==> config.mk <==
export PLATFORM = sky130hd
export DESIGN_NAME = adpll_lock_detector
export DESIGN_NICKNAME = d
export VERILOG_FILES = /design/src/rtl/adpll_lock_detector.sv
export SDC_FILE = /design/constraint.sdc
export NUM_CORES = 1
export LEC_CHECK = 0
export ABC_AREA = 1
export BUFFER_PORTS_ARGS = -buffer_cell sky130_fd_sc_hd__buf_2
export CAP_MARGIN = 20
export CORE_UTILIZATION = 63
export DETAILED_ROUTE_END_ITERATION = 8
export PLACE_DENSITY = 0.89
export SYNTH_ARGS = -nofsm -noshare
export SYNTH_HDL_FRONTEND = slang
export SYNTH_SLANG_ARGS = --single-unit
==> constraint.sdc <==
create_clock -name fpga_clk_i -period 3.2 [get_ports fpga_clk_i]
set_input_delay 0.16 -clock fpga_clk_i [delete_from_list [all_inputs] [get_ports fpga_clk_i]]
set_output_delay 0.16 -clock fpga_clk_i [all_outputs]
set_load 0.005 [all_outputs]
==> src/rtl/adpll_lock_detector.sv <==
// ----------------------------------------------------------------------------
// adpll_lock_detector
//
// Watches the signed phase error of an ADPLL at each rising edge of a
// (pre-synchronised) reference clock and decides whether the loop is locked.
// Lock is declared after LOCK_COUNT consecutive small errors and dropped after
// UNLOCK_COUNT consecutive large errors; errors between the two thresholds are
// ignored while locked (hysteresis). A missing reference for REF_TIMEOUT
// clocks moves the detector to REF_LOST.
//
// Ports:
//   fpga_clk_i    - single clock, all state on its rising edge
//   rst_n_i       - asynchronous active-low reset
//   enable_i      - detector enable, low forces IDLE
//   ref_i         - reference clock, synchronous to fpga_clk_i
//   error_i       - signed phase error, PDET_WIDTH bits
//   locked_o      - high while in LOCKED
//   state_o       - 00 IDLE, 01 ACQUIRE, 10 LOCKED, 11 REF_LOST
//   lock_lost_o   - one-cycle pulse when leaving LOCKED for ACQUIRE/REF_LOST
//   lock_time_o   - ref edges from enable to first lock, saturating
//   peak_error_o  - max |error| since last entry to LOCKED
// ----------------------------------------------------------------------------
module adpll_lock_detector #(
    parameter int unsigned PDET_WIDTH    = 8,
    parameter int unsigned LOCK_THRESH   = 4,
    parameter int unsigned UNLOCK_THRESH = 16,
    parameter int unsigned LOCK_COUNT    = 16,
    parameter int unsigned UNLOCK_COUNT  = 4,
    parameter int unsigned REF_TIMEOUT   = 1024
) (
    input  logic                  fpga_clk_i,
    input  logic                  rst_n_i,
    input  logic                  enable_i,
    input  logic                  ref_i,
    input  logic [PDET_WIDTH-1:0] error_i,
    output logic                  locked_o,
    output logic [1:0]            state_o,
    output logic                  lock_lost_o,
    output logic [15:0]           lock_time_o,
    output logic [PDET_WIDTH-2:0] peak_error_o
);

    localparam int unsigned AW     = PDET_WIDTH - 1;
    localparam int unsigned GOOD_W = $clog2(LOCK_COUNT + 1);
    localparam int unsigned BAD_W  = $clog2(UNLOCK_COUNT + 1);
    localparam int unsigned TMO_W  = $clog2(REF_TIMEOUT + 1);

    localparam logic [AW-1:0]     LOCK_TH   = AW'(LOCK_THRESH);
    localparam logic [AW-1:0]     UNLOCK_TH = AW'(UNLOCK_THRESH);
    localparam logic [GOOD_W-1:0] GOOD_TGT  = GOOD_W'(LOCK_COUNT);
    localparam logic [BAD_W-1:0]  BAD_TGT   = BAD_W'(UNLOCK_COUNT);
    localparam logic [TMO_W-1:0]  TMO_MAX   = TMO_W'(REF_TIMEOUT);

    typedef enum logic [1:0] {
        StIdle    = 2'b00,
        StAcquire = 2'b01,
        StLocked  = 2'b10,
        StRefLost = 2'b11
    } state_e;

    // Front end
    logic          ref_q, ref_d;
    logic          ref_armed_q, ref_armed_d;
    logic          sample_valid_q, sample_valid_d;
    logic [AW-1:0] abs_q, abs_d;
    logic          strobe;
    logic          is_min;
    logic [AW-1:0] neg_mag;
    logic [AW-1:0] err_abs;

    // FSM and counters
    state_e            state_q, state_d;
    logic [GOOD_W-1:0] good_q, good_d;
    logic [BAD_W-1:0]  bad_q, bad_d;
    logic [TMO_W-1:0]  tmo_q, tmo_d;
    logic [TMO_W-1:0]  tmo_inc;
    logic              timeout;
    logic              lock_seen_q, lock_seen_d;
    logic              lock_lost_q, lock_lost_d;
    logic [15:0]       lock_time_q, lock_time_d;
    logic [AW-1:0]     peak_q, peak_d;

    always_comb begin
        ref_d       = ref_i;
        // A strobe needs ref_i seen low since reset so a high ref at reset
        // release is not mistaken for an edge.
        ref_armed_d = ref_armed_q | ~ref_i;
        strobe      = ref_i & ~ref_q & ref_armed_q;

        // Most-negative input has no positive counterpart; clamp it.
        is_min  = error_i[AW] & ~(|error_i[AW-1:0]);
        neg_mag = ~error_i[AW-1:0] + 1'b1;
        if (is_min) begin
            err_abs = '1;
        end else if (error_i[AW]) begin
            err_abs = neg_mag;
        end else begin
            err_abs = error_i[AW-1:0];
        end

        sample_valid_d = strobe;
        abs_d          = strobe ? err_abs : abs_q;
    end

    always_comb begin
        state_d     = state_q;
        good_d      = good_q;
        bad_d       = bad_q;
        lock_seen_d = lock_seen_q;
        lock_lost_d = 1'b0;
        lock_time_d = lock_time_q;
        peak_d      = peak_q;

        tmo_inc = (tmo_q == TMO_MAX) ? tmo_q : tmo_q + 1'b1;
        tmo_d   = sample_valid_q ? '0 : tmo_inc;
        timeout = ~sample_valid_q & (tmo_inc == TMO_MAX);

        if (!enable_i) begin
            state_d     = StIdle;
            good_d      = '0;
            bad_d       = '0;
            tmo_d       = '0;
            lock_seen_d = 1'b0;
            lock_time_d = '0;
        end else begin
            unique case (state_q)
                StIdle: begin
                    state_d = StAcquire;
                    good_d  = '0;
                    bad_d   = '0;
                    tmo_d   = '0;
                end
                StAcquire: begin
                    if (timeout) begin
                        state_d = StRefLost;
                        good_d  = '0;
                    end else if (sample_valid_q) begin
                        if (!lock_seen_q && lock_time_q != 16'hFFFF) begin
                            lock_time_d = lock_time_q + 16'd1;
                        end
                        if (abs_q <= LOCK_TH) begin
                            if (good_q + 1'b1 == GOOD_TGT) begin
                                state_d     = StLocked;
                                good_d      = '0;
                                bad_d       = '0;
                                lock_seen_d = 1'b1;
                                peak_d      = abs_q;
                            end else begin
                                good_d = good_q + 1'b1;
                            end
                        end else begin
                            good_d = '0;
                        end
                    end
                end
                StLocked: begin
                    if (timeout) begin
                        state_d     = StRefLost;
                        lock_lost_d = 1'b1;
                        bad_d       = '0;
                    end else if (sample_valid_q) begin
                        peak_d = (abs_q > peak_q) ? abs_q : peak_q;
                        if (abs_q > UNLOCK_TH) begin
                            if (bad_q + 1'b1 == BAD_TGT) begin
                                state_d     = StAcquire;
                                lock_lost_d = 1'b1;
                                bad_d       = '0;
                                good_d      = '0;
                            end else begin
                                bad_d = bad_q + 1'b1;
                            end
                        end else begin
                            bad_d = '0;
                        end
                    end
                end
                StRefLost: begin
                    if (sample_valid_q) begin
                        state_d = StAcquire;
                        good_d  = '0;
                    end
                end
                default: state_d = StIdle;
            endcase
        end
    end

    always_ff @(posedge fpga_clk_i or negedge rst_n_i) begin
        if (!rst_n_i) begin
            ref_q          <= 1'b0;
            ref_armed_q    <= 1'b0;
            sample_valid_q <= 1'b0;
            abs_q          <= '0;
            state_q        <= StIdle;
            good_q         <= '0;
            bad_q          <= '0;
            tmo_q          <= '0;
            lock_seen_q    <= 1'b0;
            lock_lost_q    <= 1'b0;
            lock_time_q    <= '0;
            peak_q         <= '0;
        end else begin
            ref_q          <= ref_d;
            ref_armed_q    <= ref_armed_d;
            sample_valid_q <= sample_valid_d;
            abs_q          <= abs_d;
            state_q        <= state_d;
            good_q         <= good_d;
            bad_q          <= bad_d;
            tmo_q          <= tmo_d;
            lock_seen_q    <= lock_seen_d;
            lock_lost_q    <= lock_lost_d;
            lock_time_q    <= lock_time_d;
            peak_q         <= peak_d;
        end
    end

    assign locked_o     = (state_q == StLocked);
    assign state_o      = state_q;
    assign lock_lost_o  = lock_lost_q;
    assign lock_time_o  = lock_time_q;
    assign peak_error_o = peak_q;

endmodule

==> results of run 1 <==
[worst register-to-register path, stage by stage (launching register included)]
cell and delay, ps:
dfrtp_1 410, ha_1 190, nand2_1 50, inv_1 100
nand2_1 80, xnor2_1 170, nand3_1 150, nor2_1 180
nand2_1 90, nand2_1 60, nand3_1 340, o21ai_0 300
[metrics by stage]
step / worst slack [ps] / utilization / total power, µW
4_1_cts: 1007 / 0.7425 / 1889
6_report: 974.7 / 0.7425 / 1883
3_5_place_dp: 1020 / 0.7180 / 1428
3_3_place_gp: 1096 / 0.7180 / 1392
5_1_grt: 714.9 / 0.7425 / 2018
2_1_floorplan: 1320 / - / 1239
[cells by family after synthesis]
group | Yosys count | share of synthesized area
AOI/OAI and AO/OA | 62 | 0.1051
adders and majority gates | 18 | 0.06459
and+or+nand+nor | 246 | 0.3211
DFF | 56 | 0.4019
xor gates and xnor gates | 10 | 0.02512
buffers and inverters | 73 | 0.08217
[worst max-delay path by stage]
stage                           from                          end  cells after the start
6_report       good_q[0]$_DFFE_PN0P_  peak_error_o[2]$_DFFE_PN0P_                     11
4_1_cts        good_q[0]$_DFFE_PN0P_  peak_error_o[5]$_DFFE_PN0P_                     12
3_3_place_gp   good_q[0]$_DFFE_PN0P_  peak_error_o[5]$_DFFE_PN0P_                     12
3_5_place_dp   good_q[0]$_DFFE_PN0P_  peak_error_o[4]$_DFFE_PN0P_                     11
2_1_floorplan     tmo_q[0]$_DFF_PN0_        good_q[2]$_DFFE_PN0P_                     12
5_1_grt        good_q[0]$_DFFE_PN0P_  peak_error_o[1]$_DFFE_PN0P_                     12
[layout by cell type (no fill, tap or decap), drive strengths merged]
cell	netlist	routed
xnor2	5	5
nand3b	1	1
o31ai	2	2
inv	67	67
dfrtp	56	56
a21oi	17	17
a31oi	1	1
nor4	1	1
o21ai	32	32
dlygate4sd3	0	2
a211oi	1	1
bufinv	0	1
clkinv	0	1
nand3	29	29
ha	18	18
and2	1	1
or2	3	3
o22ai	1	1
xor2	5	5
nand2	115	115
nand4	17	17
nor2	63	63
o21a	1	1
a22oi	6	6
clkbuf	2	6
buf	4	39
nor3	16	16
o21bai	1	1
[layer usage]
| metal | global-route usage | routed length, µm | vias up |
|---|---|---|---|
| met5 | 0 | 0 | - |
| met4 | 0.09038 | 103 | 0 |
| met3 | 0.04311 | 331 | 7 |
| met2 | 0.5099 | 3826 | 91 |
| met1 | 0.3578 | 3327 | 1523 |
| li1 | - | - | 1594 |
[registers in the layout, summed over array words and instances, names as in the netlist]
| register | count |
|---|---|
| lock_lost_o | 1 |
| bad_q | 3 |
| lock_time_o | 16 |
| lock_seen_q | 1 |
| abs_q | 7 |
| state_o | 2 |
| sample_valid_q | 1 |
| ref_armed_q | 1 |
| ref_q | 1 |
| peak_error_o | 7 |
| tmo_q | 11 |
| good_q | 5 |
[final cells by class]
class / count / area (µm²) / area share
multi-input combinational: 336 / 1799 / 0.4655
sequential: 56 / 1401 / 0.3626
inverter: 67 / 251.5 / 0.06507
timing repair buffer: 41 / 217.7 / 0.05633
tap: 70 / 87.58 / 0.02266
clock buffer: 6 / 72.57 / 0.01878
clock inverter: 2 / 35.03 / 0.009064
[report_power, final]
part / switching (µW) / internal, µW
Combinational: 360 / 216
Clock: 223 / 233
Sequential: 69.7 / 781
[what timing repair did]
action,CTS,global route
buffers inserted,0,0
endpoints found under the hold margin,27,0
hold buffers,2,0
setup endpoints to repair,0,0
==> results by group, run 1 <==
Timing
  – Min Hold Slack: 119.6 ps
  – Setup TNS: 0 ps
  – Slew @ Worst Pin: 643.9 ps
  – Post-route minimum period: 2225 ps
  – # setup viols final: 0
  – Hold Vio Cnt, Final: 0
  – Unrepaired setup endpoints after global routing: no
  – Peak Freq: 449.4 MHz
  – Max_slew headroom: 0.5662
  – Final slew viol count: 0
  – Final Skew: 14.27 ps
  – Final period util: 0.6954

Synthesis
  – Asr flop ratio synth: 1.000
  – Most instantiated cells after synthesis: 108 x nand2_1, 66 x inv_1, 59 x nor2_1
  – Register area share after synthesis: 0.4019
  – Number of register bits inferred by synthesis: 56
  – Syn Area/Cell: 7.499 µm²
  – Distinct cells, synth: 40
  – Yosys synthesis warning count: 0
  – Ys flop type: dfrtp_1
  – Mapped Cells: ~470
  – EDFF count, synth: 0
  – Cell taking the most area after synthesis: dfrtp_1
  – Top cells by area, synth: dfrtp_1 40%, nand2_1 12%, inv_1 7.1%
  – Top-count cell post-synth: nand2_1
  – Synthesized cell area: 3487 µm²
  – Mapped Nets: 495
  – Area share of the largest cell type after synthesis: 0.4019

Clock network
  – Worst-Skew Late Latency: between 300 and 400 ps
  – CTS tree: yes
  – CTS clock-pin slew for the worst setup and hold paths: 100 ps
  – Clk root buf: clkbuf_8
  – Resized Gates After CTS: 0
  – Maximum clock path buffer count: 2
  – H-tree levels: 2
  – CTS buffer count: 5
  – Clock sink count: 56

Layout
  – Final cell count without fillers: 578
  – # diodes: 0
  – Layout cell share with drive strength beyond 1: 0.1398
  – Nets@finish: 537
  – Post-route cell area: 3865 µm²
  – Area grow syn2layout: 10.84%
  – Fill cells: 418

Floorplanning
  – Die ar.: 5837 µm²
  – Die Ht: ~76 µm
  – Cell Rows: 26
  – Core Region: between 5000 and 6000 µm²
  – Die Span X: 76.40 µm
  – # IOs: 39
  – Starting Density: 0.6700

Placement
  – Port buffer count: 38
  – Post-DP HPWL: 5.910 mm
  – Post-DP Area: 3737 µm²
  – Placed Instances: 568
  – GP Congestion: 0.9374

Critical path
  – Critical Path, Cell by Cell: ha_1 -> nand2_1 -> inv_1 -> nand2_1 -> xnor2_1 -> nand3_1 -> nor2_1 -> nand2_1 -> nand2_1 -> nand3_1 -> o21ai_0
  – Arrival time at the worst endpoint: approximately 2500 ps
  – R2R depth: 11
  – CP Data Required Time: roughly 3400 ps
  – CP endpoint kind: flop
  – Critical path's slowest cell: dfrtp_1
  – Critical Path Max Stage Delay: just over 400 ps
  – Critical-path maximum fanout: 14
  – Crit start category: flop
  – Largest delay contributor family on the critical path: simple AND/OR/NAND/NOR gates
  – Most frequent CP cell: nand2_1
  – Critical path class: flop to flop
  – Worst r2r dst: peak_error_o[2]$_DFFE_PN0P_
  – Reg-to-Reg Start: good_q[0]$_DFFE_PN0P_
  – R2R setup slack: between 900 and 1000 ps
  – CP Buf/Inv Count: 1

GRT
  – Vias in the first global route: 3,073
  – Pin count of the biggest net entering global routing: 31
  – First-pass GRT wire length: around 13 mm
  – Global route total overflow: 0
  – GRT Total Usage: 0.2869
  – Initial antenna violation count: 0

Drt
  – Number of nets with antenna violations after routing: 0
  – Routed WL per cell: 13.13 µm
  – First-pass DRT Iterations: 6
  – DRC errors left: 0
  – Total number of vias: 3,215
  – Initial DRC Count: 181
  – Post-Route WL: 7.589 mm
  – Vias per cell: 5.562

Hold path
  – Hold Path Depth: 3
  – Hold crit path type: input port to flop
  – Start point of the worst hold path: error_i[6]
  – WHS Endpoint: abs_q[6]$_DFFE_PN0P_

Run
  – Max Cap Violations: 0

Power and ir drop
  – Static leakage power: 0.001898 µW
  – PD cells: 487.2 nW/µm²
  – Worst VDD drop: 0.3484 mV

Run status
  – Outcome: completed
Note: power is estimated with default switching activity, not from simulation.
==> inputs of run 2 (changes only) <==
--- a/config.mk
+++ b/config.mk
@@ -8,9 +8,9 @@
 export ABC_AREA = 1
 export BUFFER_PORTS_ARGS = -buffer_cell sky130_fd_sc_hd__buf_2
 export CAP_MARGIN = 20
-export CORE_UTILIZATION = 63
+export CORE_UTILIZATION = 53
 export DETAILED_ROUTE_END_ITERATION = 8
-export PLACE_DENSITY = 0.89
+export PLACE_DENSITY = 0.8
 export SYNTH_ARGS = -nofsm -noshare
 export SYNTH_HDL_FRONTEND = slang
 export SYNTH_SLANG_ARGS = --single-unit
==> constraint.sdc (replaced) <==
create_clock -name fpga_clk_i -period 1.9 [get_ports fpga_clk_i]
set_input_delay 0.095 -clock fpga_clk_i [delete_from_list [all_inputs] [get_ports fpga_clk_i]]
set_output_delay 0.095 -clock fpga_clk_i [all_outputs]
set_load 0.005 [all_outputs]
==> run 2 against run 1 <==
Against the previous run:
- the run now ends with setup timing left
- worst setup slack lost 1100 ps
- sequential power up 68%
- count of clock-buffer cells in the layout rose by 2
- register-to-register slack got worse by 1100 ps
- power is 74% higher
- critical path depth increased by 3
- first-iteration DRC count up 17%
- flip-flop and latch count unchanged
- hold slack worse by 64 ps
- critical endpoint is now state_o[1]$_DFFE_PN0P_
==> results by group, run 2 (synthesis gave the netlist of run 1 again) <==
Floorplanning
  – Cell Rows: 29
  – Core Region: between 6000 and 7000 µm²
  – # IOs: 39
  – Die Ht: between 80 and 90 µm
  – Die ar.: 6908 µm²
  – Die Span X: 83.12 µm
  – Starting Density: 0.5492

Hold path
  – Hold crit path type: input port to flop
  – Start point of the worst hold path: error_i[6]
  – Hold Path Depth: 3
  – WHS Endpoint: abs_q[6]$_DFFE_PN0P_

Clock network
  – Worst-Skew Late Latency: 300 ps
  – Clock sink count: 56
  – CTS tree: yes
  – CTS buffer count: 5
  – H-tree levels: 2
  – CTS clock-pin slew for the worst setup and hold paths: 90 ps
  – Maximum clock path buffer count: 2
  – Clk root buf: clkbuf_8

GRT
  – Initial antenna violation count: 0
  – Global route total overflow: 0
  – GRT Total Usage: 0.2347
  – Vias in the first global route: 3,077
  – Pin count of the biggest net entering global routing: 57
  – First-pass GRT wire length: 13.39 mm

Layout
  – Area grow syn2layout: 24.43%
  – Layout cell share with drive strength beyond 1: 0.2821
  – Nets@finish: 575
  – Fill cells: 500
  – Final Util: 0.6834
  – Final cell count without fillers: 623
  – Most common cell after layout, fill and taps aside: nand2_1
  – # diodes: 0
  – Largest register FFs: 16
  – Most frequent cells in the layout: 92 x nand2_1, 62 x inv_1, 52 x nor2_1

Timing
  – Peak Freq: 482.4 MHz
  – Slew @ Worst Pin: 709.9 ps
  – # setup viols final: 10
  – Final period util: 1.091
  – Min Hold Slack: ~56 ps
  – Post-route minimum period: 2073 ps
  – Max_slew headroom: 0.5267
  – Final Skew: about 7.3 ps
  – Final slew viol count: 0
  – Unrepaired setup endpoints after global routing: yes
  – Final worst setup slack: -173.2 ps
  – Hold Vio Cnt, Final: 0

Placement
  – Placed Instances: 595
  – Post-DP HPWL: 5.865 mm
  – GP Congestion: 0.8443
  – Port buffer count: 38

Drt
  – Total number of vias: ~3.3k
  – Vias per cell: 5.307
  – DRC errors left: 0
  – Number of nets with antenna violations after routing: 0
  – Post-Route WL: 8.205 mm
  – Initial DRC Count: 211
  – Routed WL per cell: 13.17 µm
  – First-pass DRT Iterations: 5

Power and ir drop
  – Static leakage power: 0.002111 µW
  – Worst VDD drop: 0.5225 mV
  – PD cells: 755.1 nW/µm²

Critical path
  – Crit start category: flop
  – R2R depth: 14
  – Worst r2r dst: state_o[1]$_DFFE_PN0P_
  – Critical-path maximum fanout: 4
  – Reg-to-Reg Start: tmo_q[0]$_DFF_PN0_
  – Arrival time at the worst endpoint: 2320 ps
  – CP Data Required Time: 2150 ps
  – R2R setup slack: -170 ps
  – CP endpoint kind: flop
  – Critical path class: flop to flop

Run status
  – Failing checks: setup timing
  – Outcome: finished with violations

Run
  – Max Cap Violations: 0
[run 2: worst max-delay path, cell delays in order (launching register included)]
cell	delay, ps
dfrtp_2	460
ha_4	190
buf_6	110
nand4_1	80
nand3_1	100
nor2_2	90
nand2_2	70
nor2_4	180
buf_4	130
buf_4	90
buf_4	90
nand4_1	120
a21oi_2	180
nand2_1	70
nand2_1	60
[run 2: cell type report]
type / count / area (µm²) / area share
inverters: 67 / 251.5 / 0.05796
clock buffers: 8 / 90.09 / 0.02076
well taps: 77 / 96.34 / 0.02220
flip-flops and latches: 56 / 1408 / 0.3244
repair buffers: 78 / 506.7 / 0.1168
multi-input cells: 337 / 1987 / 0.4579
[run 2: layer usage]
metal	share of wire	GRT usage	up-vias
met3	0.033	0.04076	13
met1	0.43	0.2952	1555
li1	-	-	1669
met5	0	0	-
met2	0.52	0.4240	69
met4	0.010	0.04545	0
[run 2: stage by stage]
stage / power (µW) / cell area [µm²] / TNS, ps / setup slack, ps
2_1_floorplan: 2087 / 3487 / 0 / 20.48
3_3_place_gp: 2412 / 3896 / -426.1 / -61.29
3_5_place_dp: 2463 / 3896 / -1702 / -155.2
4_1_cts: 3195 / 4111 / -610.1 / -99.94
5_1_grt: 3512 / 4339 / -2815 / -302.7
6_report: 3277 / 4339 / -1331 / -173.2
[run 2: how the worst max path moves through the flow]
| stage | end | depth (start not counted) | from |
|---|---|---|---|
| global route | state_o[0]$_DFFE_PN0P_ | 14 | tmo_q[5]$_DFF_PN0_ |
| detailed placement | good_q[0]$_DFFE_PN0P_ | 12 | tmo_q[1]$_DFF_PN0_ |
| global placement | good_q[2]$_DFFE_PN0P_ | 12 | tmo_q[0]$_DFF_PN0_ |
| floorplan | good_q[2]$_DFFE_PN0P_ | 12 | tmo_q[0]$_DFF_PN0_ |
| finish | state_o[1]$_DFFE_PN0P_ | 14 | tmo_q[0]$_DFF_PN0_ |
| CTS | state_o[1]$_DFFE_PN0P_ | 13 | tmo_q[0]$_DFF_PN0_ |
[run 2: power breakdown]
part	switching, µW	leakage, µW	internal (µW)	total [µW]
clock	367	0.0000455	298	666
sequential	108	0.000728	1320	1430
combinational	694	0.00134	492	1190
total	1170	0.00211	2110	3280
[run 2: timing repair]
action,CTS,global route
hold buffers,2,0
buffers inserted,6,11
endpoints found under the setup margin,18,26
resized for setup,14,48
endpoints found under the hold margin,58,0
gates cloned,1,0
pin swaps,2,31
